--- config.mk ---
export PLATFORM = sky130hd
export DESIGN_NAME = mdl_pgrx_flat
export DESIGN_NICKNAME = d
export VERILOG_FILES = /design/src/rtl/mdl_pgrx_pkg.sv /design/src/rtl/mdl_pgrx_if.sv /design/src/rtl/mdl_pgrx_sipo.sv /design/src/rtl/mdl_pgrx.sv /design/src/flat_wrapper.sv
export SDC_FILE = /design/constraint.sdc
export NUM_CORES = 1
export LEC_CHECK = 0
export BUFFER_PORTS_ARGS = -buffer_cell sky130_fd_sc_hd__buf_4
export CAP_MARGIN = 20
export CORE_ASPECT_RATIO = 2
export CORE_UTILIZATION = 52
export CTS_CLUSTER_DIAMETER = 150
export DETAILED_ROUTE_END_ITERATION = 8
export PLACE_DENSITY_LB_ADDON = 0.05
export SETUP_SLACK_MARGIN = 0.5
export SYNTH_ARGS = -nofsm -noshare
export SYNTH_HDL_FRONTEND = slang
export SYNTH_HIERARCHICAL = 1
export SYNTH_SLANG_ARGS = --single-unit
--- constraint.sdc ---
create_clock -name i_MCLK -period 2.5 [get_ports i_MCLK]
set_clock_uncertainty 0.2 [all_clocks]
set_input_delay 0.25 -clock i_MCLK [delete_from_list [all_inputs] [get_ports i_MCLK]]
set_output_delay 0.25 -clock i_MCLK [all_outputs]
set_load 0.03 [all_outputs]
--- src/rtl/mdl_pgrx_pkg.sv ---
// Shared definitions for the page-register serial link (receiver and serializer sides).
package mdl_pgrx_pkg;

  localparam int PGW_DEF    = 12;
  localparam int SLOT_OPEN  = 0;
  localparam int SLOT_CLOSE = 12;
  localparam int ROT_W      = 20;
  localparam int CNT_W      = 4;
  localparam int CNT_MAX    = 15;

  typedef enum logic [1:0] {
    ST_IDLE  = 2'd0,
    ST_ARMED = 2'd1,
    ST_SHIFT = 2'd2,
    ST_DONE  = 2'd3
  } pg_state_e;

  // The bit counter sticks at its maximum so that an overrun can never alias
  // back to a legal count.
  function automatic logic [CNT_W-1:0] sat_inc(input logic [CNT_W-1:0] c);
    return (c == CNT_W'(CNT_MAX)) ? c : c + CNT_W'(1);
  endfunction

endpackage

--- src/rtl/mdl_pgrx_if.sv ---
// Timing, serial data and page result bundle for the page receiver.
interface mdl_pgrx_if
  import mdl_pgrx_pkg::*;
#(
  parameter int PGW = PGW_DEF
);
  logic             i_CLK2M_PCEN_n;
  logic [ROT_W-1:0] i_ROT20_n;
  logic             i_RX_EN;
  logic             i_SDI;
  logic [PGW-1:0]   i_TARGET;
  logic [PGW-1:0]   o_PAGE;
  logic             o_PG_VALID;
  logic             o_PG_MATCH;
  logic             o_PG_ERR;
  logic             o_BUSY;

  modport slave (
    input  i_CLK2M_PCEN_n, i_ROT20_n, i_RX_EN, i_SDI, i_TARGET,
    output o_PAGE, o_PG_VALID, o_PG_MATCH, o_PG_ERR, o_BUSY
  );

  modport master (
    output i_CLK2M_PCEN_n, i_ROT20_n, i_RX_EN, i_SDI, i_TARGET,
    input  o_PAGE, o_PG_VALID, o_PG_MATCH, o_PG_ERR, o_BUSY
  );
endinterface

--- src/rtl/mdl_pgrx_sipo.sv ---
// Serial-in parallel-out page register, LSB first, with a saturating bit counter.
module mdl_pgrx_sipo
  import mdl_pgrx_pkg::*;
#(
  parameter int PGW = PGW_DEF
) (
  input  logic             i_clk,
  input  logic             i_rst,
  input  logic             i_en,
  input  logic             i_clr,
  input  logic             i_shift,
  input  logic             i_sdi,
  output logic [PGW-1:0]   o_word,
  output logic [CNT_W-1:0] o_cnt
);

  logic [PGW-1:0]   r_sr;
  logic [CNT_W-1:0] r_cnt;

  // New bits enter at the MSB so the first (LSB) bit lands in bit 0 after PGW shifts.
  always_ff @(posedge i_clk or posedge i_rst) begin
    if (i_rst) begin
      r_sr  <= '0;
      r_cnt <= '0;
    end else if (i_en) begin
      if (i_clr) begin
        r_sr  <= '0;
        r_cnt <= '0;
      end else if (i_shift) begin
        r_sr  <= {i_sdi, r_sr[PGW-1:1]};
        r_cnt <= sat_inc(r_cnt);
      end
    end
  end

  assign o_word = r_sr;
  assign o_cnt  = r_cnt;

endmodule

--- src/rtl/mdl_pgrx.sv ---
// Page receiver: captures a serial page in the slot 0..12 window and compares it to a target.
module mdl_pgrx
  import mdl_pgrx_pkg::*;
#(
  parameter int PGW = PGW_DEF
) (
  input  logic        i_MCLK,
  input  logic        i_SYS_RST,
  mdl_pgrx_if.slave   bus
);

  pg_state_e        r_state, w_nxt;
  logic             w_en, w_open, w_close;
  logic             w_clr, w_shift, w_ok;
  logic [PGW-1:0]   w_word;
  logic [CNT_W-1:0] w_cnt;
  logic [PGW-1:0]   r_page;
  logic             r_valid, r_match, r_err, r_ill;

  assign w_en    = ~bus.i_CLK2M_PCEN_n;
  assign w_open  = ~bus.i_ROT20_n[SLOT_OPEN];
  assign w_close = ~bus.i_ROT20_n[SLOT_CLOSE];
  assign w_ok    = (w_cnt == CNT_W'(PGW)) && !r_ill;

  mdl_pgrx_sipo #(.PGW(PGW)) u_sipo (
    .i_clk   (i_MCLK),
    .i_rst   (i_SYS_RST),
    .i_en    (w_en),
    .i_clr   (w_clr),
    .i_shift (w_shift),
    .i_sdi   (bus.i_SDI),
    .o_word  (w_word),
    .o_cnt   (w_cnt)
  );

  always_ff @(posedge i_MCLK or posedge i_SYS_RST) begin
    if (i_SYS_RST) r_state <= ST_IDLE;
    else if (w_en) r_state <= w_nxt;
  end

  // Dropping the arm request only aborts before the window opens; once shifting,
  // the window always runs to its close.
  always_comb begin
    w_nxt   = r_state;
    w_clr   = 1'b0;
    w_shift = 1'b0;
    case (r_state)
      ST_IDLE:  if (bus.i_RX_EN) w_nxt = ST_ARMED;
      ST_ARMED: begin
        if (!bus.i_RX_EN) w_nxt = ST_IDLE;
        else if (w_open) begin
          w_nxt = ST_SHIFT;
          w_clr = 1'b1;
        end
      end
      ST_SHIFT: begin
        w_shift = 1'b1;
        if (w_close) w_nxt = ST_DONE;
      end
      ST_DONE:  w_nxt = bus.i_RX_EN ? ST_ARMED : ST_IDLE;
      default:  w_nxt = ST_IDLE;
    endcase
  end

  // An error from the window just closed wins over the clear that re-arming implies.
  always_ff @(posedge i_MCLK or posedge i_SYS_RST) begin
    if (i_SYS_RST) begin
      r_page  <= '0;
      r_valid <= 1'b0;
      r_match <= 1'b0;
      r_err   <= 1'b0;
      r_ill   <= 1'b0;
    end else if (w_en) begin
      r_valid <= 1'b0;
      if (r_state == ST_SHIFT) r_ill <= w_open & w_close;
      if (r_state == ST_IDLE && w_nxt == ST_ARMED) r_err <= 1'b0;
      if (r_state == ST_DONE) begin
        if (w_ok) begin
          r_page  <= w_word;
          r_match <= (w_word == bus.i_TARGET);
          r_valid <= 1'b1;
          if (w_nxt == ST_ARMED) r_err <= 1'b0;
        end else begin
          r_err <= 1'b1;
        end
      end
    end
  end

  assign bus.o_PAGE     = r_page;
  assign bus.o_PG_VALID = r_valid;
  assign bus.o_PG_MATCH = r_match;
  assign bus.o_PG_ERR   = r_err;
  assign bus.o_BUSY     = (r_state == ST_ARMED) || (r_state == ST_SHIFT);

endmodule

--- src/flat_wrapper.sv ---
// flat-port wrapper written by rule: the top's interface ports become plain ports
module mdl_pgrx_flat import mdl_pgrx_pkg::*;
#(
  parameter int PGW = PGW_DEF
)
  (i_MCLK, i_SYS_RST, bus_i_CLK2M_PCEN_n, bus_i_ROT20_n, bus_i_RX_EN, bus_i_SDI, bus_i_TARGET, bus_o_PAGE, bus_o_PG_VALID, bus_o_PG_MATCH, bus_o_PG_ERR, bus_o_BUSY);
  mdl_pgrx_if #(.PGW(PGW)) bus_i ();
  input  logic i_MCLK;
  input  logic i_SYS_RST;
  input wire logic [$bits(bus_i.i_CLK2M_PCEN_n)-1:0] bus_i_CLK2M_PCEN_n;
  input wire logic [$bits(bus_i.i_ROT20_n)-1:0] bus_i_ROT20_n;
  input wire logic [$bits(bus_i.i_RX_EN)-1:0] bus_i_RX_EN;
  input wire logic [$bits(bus_i.i_SDI)-1:0] bus_i_SDI;
  input wire logic [$bits(bus_i.i_TARGET)-1:0] bus_i_TARGET;
  output wire logic [$bits(bus_i.o_PAGE)-1:0] bus_o_PAGE;
  output wire logic [$bits(bus_i.o_PG_VALID)-1:0] bus_o_PG_VALID;
  output wire logic [$bits(bus_i.o_PG_MATCH)-1:0] bus_o_PG_MATCH;
  output wire logic [$bits(bus_i.o_PG_ERR)-1:0] bus_o_PG_ERR;
  output wire logic [$bits(bus_i.o_BUSY)-1:0] bus_o_BUSY;
  assign bus_i.i_CLK2M_PCEN_n = bus_i_CLK2M_PCEN_n;
  assign bus_i.i_ROT20_n = bus_i_ROT20_n;
  assign bus_i.i_RX_EN = bus_i_RX_EN;
  assign bus_i.i_SDI = bus_i_SDI;
  assign bus_i.i_TARGET = bus_i_TARGET;
  assign bus_o_PAGE = bus_i.o_PAGE;
  assign bus_o_PG_VALID = bus_i.o_PG_VALID;
  assign bus_o_PG_MATCH = bus_i.o_PG_MATCH;
  assign bus_o_PG_ERR = bus_i.o_PG_ERR;
  assign bus_o_BUSY = bus_i.o_BUSY;
  mdl_pgrx #(.PGW(PGW)) u_core (.i_MCLK(i_MCLK), .i_SYS_RST(i_SYS_RST), .bus(bus_i));
endmodule
==> qor.yml <==
worst_setup_path:
  rr_worst_depth: 5
  r2r_setup_slack_ns: 0.58
  timing.rr.start: "u_core/r_state[0]"
  timing.rr.end: "u_core/bus.o_PAGE[2]"
  crit_arrival_ns: 1.89
  cp-end-kind: "register"
  crit_start: "u_core/r_state[0]"
  crit_path_start_kind: "register"
  worstPathMaxFanout: 14
  worstPathRequired_ns: 2.47
  worst-setup-path-type: "register to register"
clock_network:
  clk-insertion-delay-late_ns: 0.28
  clock-sinks: 34
  cts_buffer_depth: 2
  cts-root-buf: "clkbuf_8"
  clkTransAtPathRegs_ns: 0.07
  cts_buffers: 5
  htreeDepth: 2
  cts_tree: "done"
cells_and_area:
  areaGrowthSynthToFinish_pct: 22.1
  nNetsFinal: 249
  layout_common_cells: "35 x buf_4, 33 x dfrtp_1, 17 x nand2_1"
  layout_commonest_cell: "buf_4"
  diodes: 0
  fill_cells: 270
  drive_gt1_frac: 0.362
yosys:
  synth_area_leaders: "dfrtp_1 46%, mux2_4 6.4%, xor2_1 5.6%"
  synth_area_leader_cell: "dfrtp_1"
  netlist_area_um2: 1870
  ys_seq_elements: 34
  avgSynthCellArea_um2: 11.2
  synth_top_area_share: 0.456
  ys_warn_count: 6
  syn_nets: 209
  yosysSeqAreaShare: 0.456
  synth.distinct_cells: 39
  synthCells: 167
die:
  dieWidth_um: 44.4
  boundaryPins: 53
  rows: 30
  dieArea_um2: 3850
  start_util: 0.547
  die_y_um: 86.7
  core_um2: 3420
routing:
  initialDrtViolationCount: 36
  wirelength_um: 3980
  ant_nets: 0
  firstDrtPassIters: 6
  vias: 1354
  viasPerCell: 5.31
  drc_errors: 0
  wl_per_cell_um: 15.6
place:
  hpwlAfterDp_um: 2860
  gp_congestion: 0.725
  io_buffer_count: 34
timing:
  period_needed_ns: 1.92
  setup_viol: 0
  slew_headroom: 0.507
  setup_tns_ns: 0
  maxSlewViolCount: 0
  rsz0062_at_grt: "true"
  timing.final.crit_share: 0.768
  worstMarginPinSlew_ns: 0.738
  fmaxAchievable_ghz: 0.521
  hold_violations: 0
global_routing:
  globalRouteTotalUtil: 0.239
  antenna_found_initial: 0
  grt_overflow: 0
  grt_pass1_vias: 1422
  grt_max_degree: 25
  grt_pass1_wl_um: 6680
hold_path:
  hold_class: "primary input to register"
  holdCritStartpoint: "bus_i_CLK2M_PCEN_n"
  whs_path_depth: 2
  min_to: "u_core/r_state[1]"
power:
  power_mw: 2.13
  power.density_nw_per_um2: 934
  p_leak_nw: 1.12
  ir_drop_mv: 0.661
outcome:
  status: "complete, no violations"
flow_run:
  drv_cap: 0
flip-flops by register name, indices dropped and copies added, names as in the netlist:
name	count
u_core/r_ill	1
u_core/u_sipo/o_cnt	4
u_core/r_state	2
u_core/bus.o_PG_MATCH	1
u_core/u_sipo/o_word	12
u_core/bus.o_PAGE	12
u_core/bus.o_PG_ERR	1
u_core/bus.o_PG_VALID	1
cell usage after synthesis (all sizes together):
master and instances:
nand4 3, and4bb 1, xor2 12, a31oi 1, o31a 1, buf 8
nand3 3, a41o 1, o2111ai 1, a311o 1, o21ai 15, o41ai 1
or3 1, nand2b 14, nand3b 1, inv 11, dfrtp 34, ha 5
o311ai 2, nor2 3, nand2 17, a31o 1, o31ai 1, and2 2
a21oi 5, nor2b 1, nor4 3, and4 1, o41a 1, o22a 1
a22o 2, a32oi 1, mux2 12
layout make-up:
type / count / area, um2 / area share
timing repair buffer: 40 / 324 / 0.142
inverter: 11 / 41.3 / 0.0181
sequential: 34 / 852 / 0.374
clock inverter: 2 / 10.0 / 0.00439
multi-input combinational: 115 / 922 / 0.405
clock buffer: 5 / 68.8 / 0.0302
tap: 48 / 60.1 / 0.0264
power by group:
| part | internal [mW] | leakage, nW | switching [mW] |
|---|---|---|---|
| Sequential | 0.699 | 0.448 | 0.191 |
| Clock | 0.187 | 0.0438 | 0.197 |
| Combinational | 0.388 | 0.624 | 0.467 |
| Total | 1.27 | 1.12 | 0.855 |
how the worst max path moves through the flow:
stage	to	slack, ns	cells after the start
global route	u_core/bus.o_PG_ERR	0.50	6
global placement	u_core/bus.o_PAGE[8]	0.53	4
detailed placement	u_core/bus.o_PAGE[9]	0.47	4
CTS	u_core/u_sipo/o_word[11]	0.51	7
floorplan	u_core/r_state[0]	0.62	6
finish	u_core/bus.o_PAGE[2]	0.58	5
per-stage QoR:
step           hold slack, ns  area (um2)  utilization  worst slack [ns]  std cells
2_1_floorplan         -0.0363        1870            -             0.623        167
3_3_place_gp            0.168        2120        0.621             0.530        243
3_5_place_dp            0.177        2120        0.621             0.468        243
4_1_cts               0.00217        2250        0.658             0.507        254
5_1_grt                0.0248        2280        0.667             0.499        255
6_report               0.0139        2280        0.667             0.579        255
worst max-delay path: stages (launching register included):
cell and delay [ns]:
dfrtp_1 0.43, ha_1 0.27, and4bb_2 0.28, nand4_4 0.11, buf_12 0.17, mux2_2 0.35
per-layer routing:
metal / GRT usage / vias to the layer above / share of wire
met1: 0.261 / 658 / 0.39
li1: - / 662 / -
met4: 0.0992 / 0 / 0.019
met5: 0 / - / 0
met3: 0.0438 / 9 / 0.023
met2: 0.430 / 25 / 0.57
repair_timing:
item                                    CTS  global route
setup buffers                             1             0
hold buffers                              3             0
cloned                                    0             1
hold endpoints to repair                 35             0
endpoints found under the setup margin   13            16
pin swaps                                 2             1
gates resized for setup                   0             7
logic make-up (layout without fill, tap and decap cells):
group / count (synthesis) / in the layout / share of synthesized area
simple gates: 50 / 50 / 0.157
compound gates: 35 / 36 / 0.145
flops: 34 / 34 / 0.456
buf+inv: 19 / 58 / 0.0637
xor+xnor: 12 / 12 / 0.0563
mux: 12 / 12 / 0.0885
fa+ha+maj: 5 / 5 / 0.0335
Note: power is estimated with default switching activity, not from simulation.
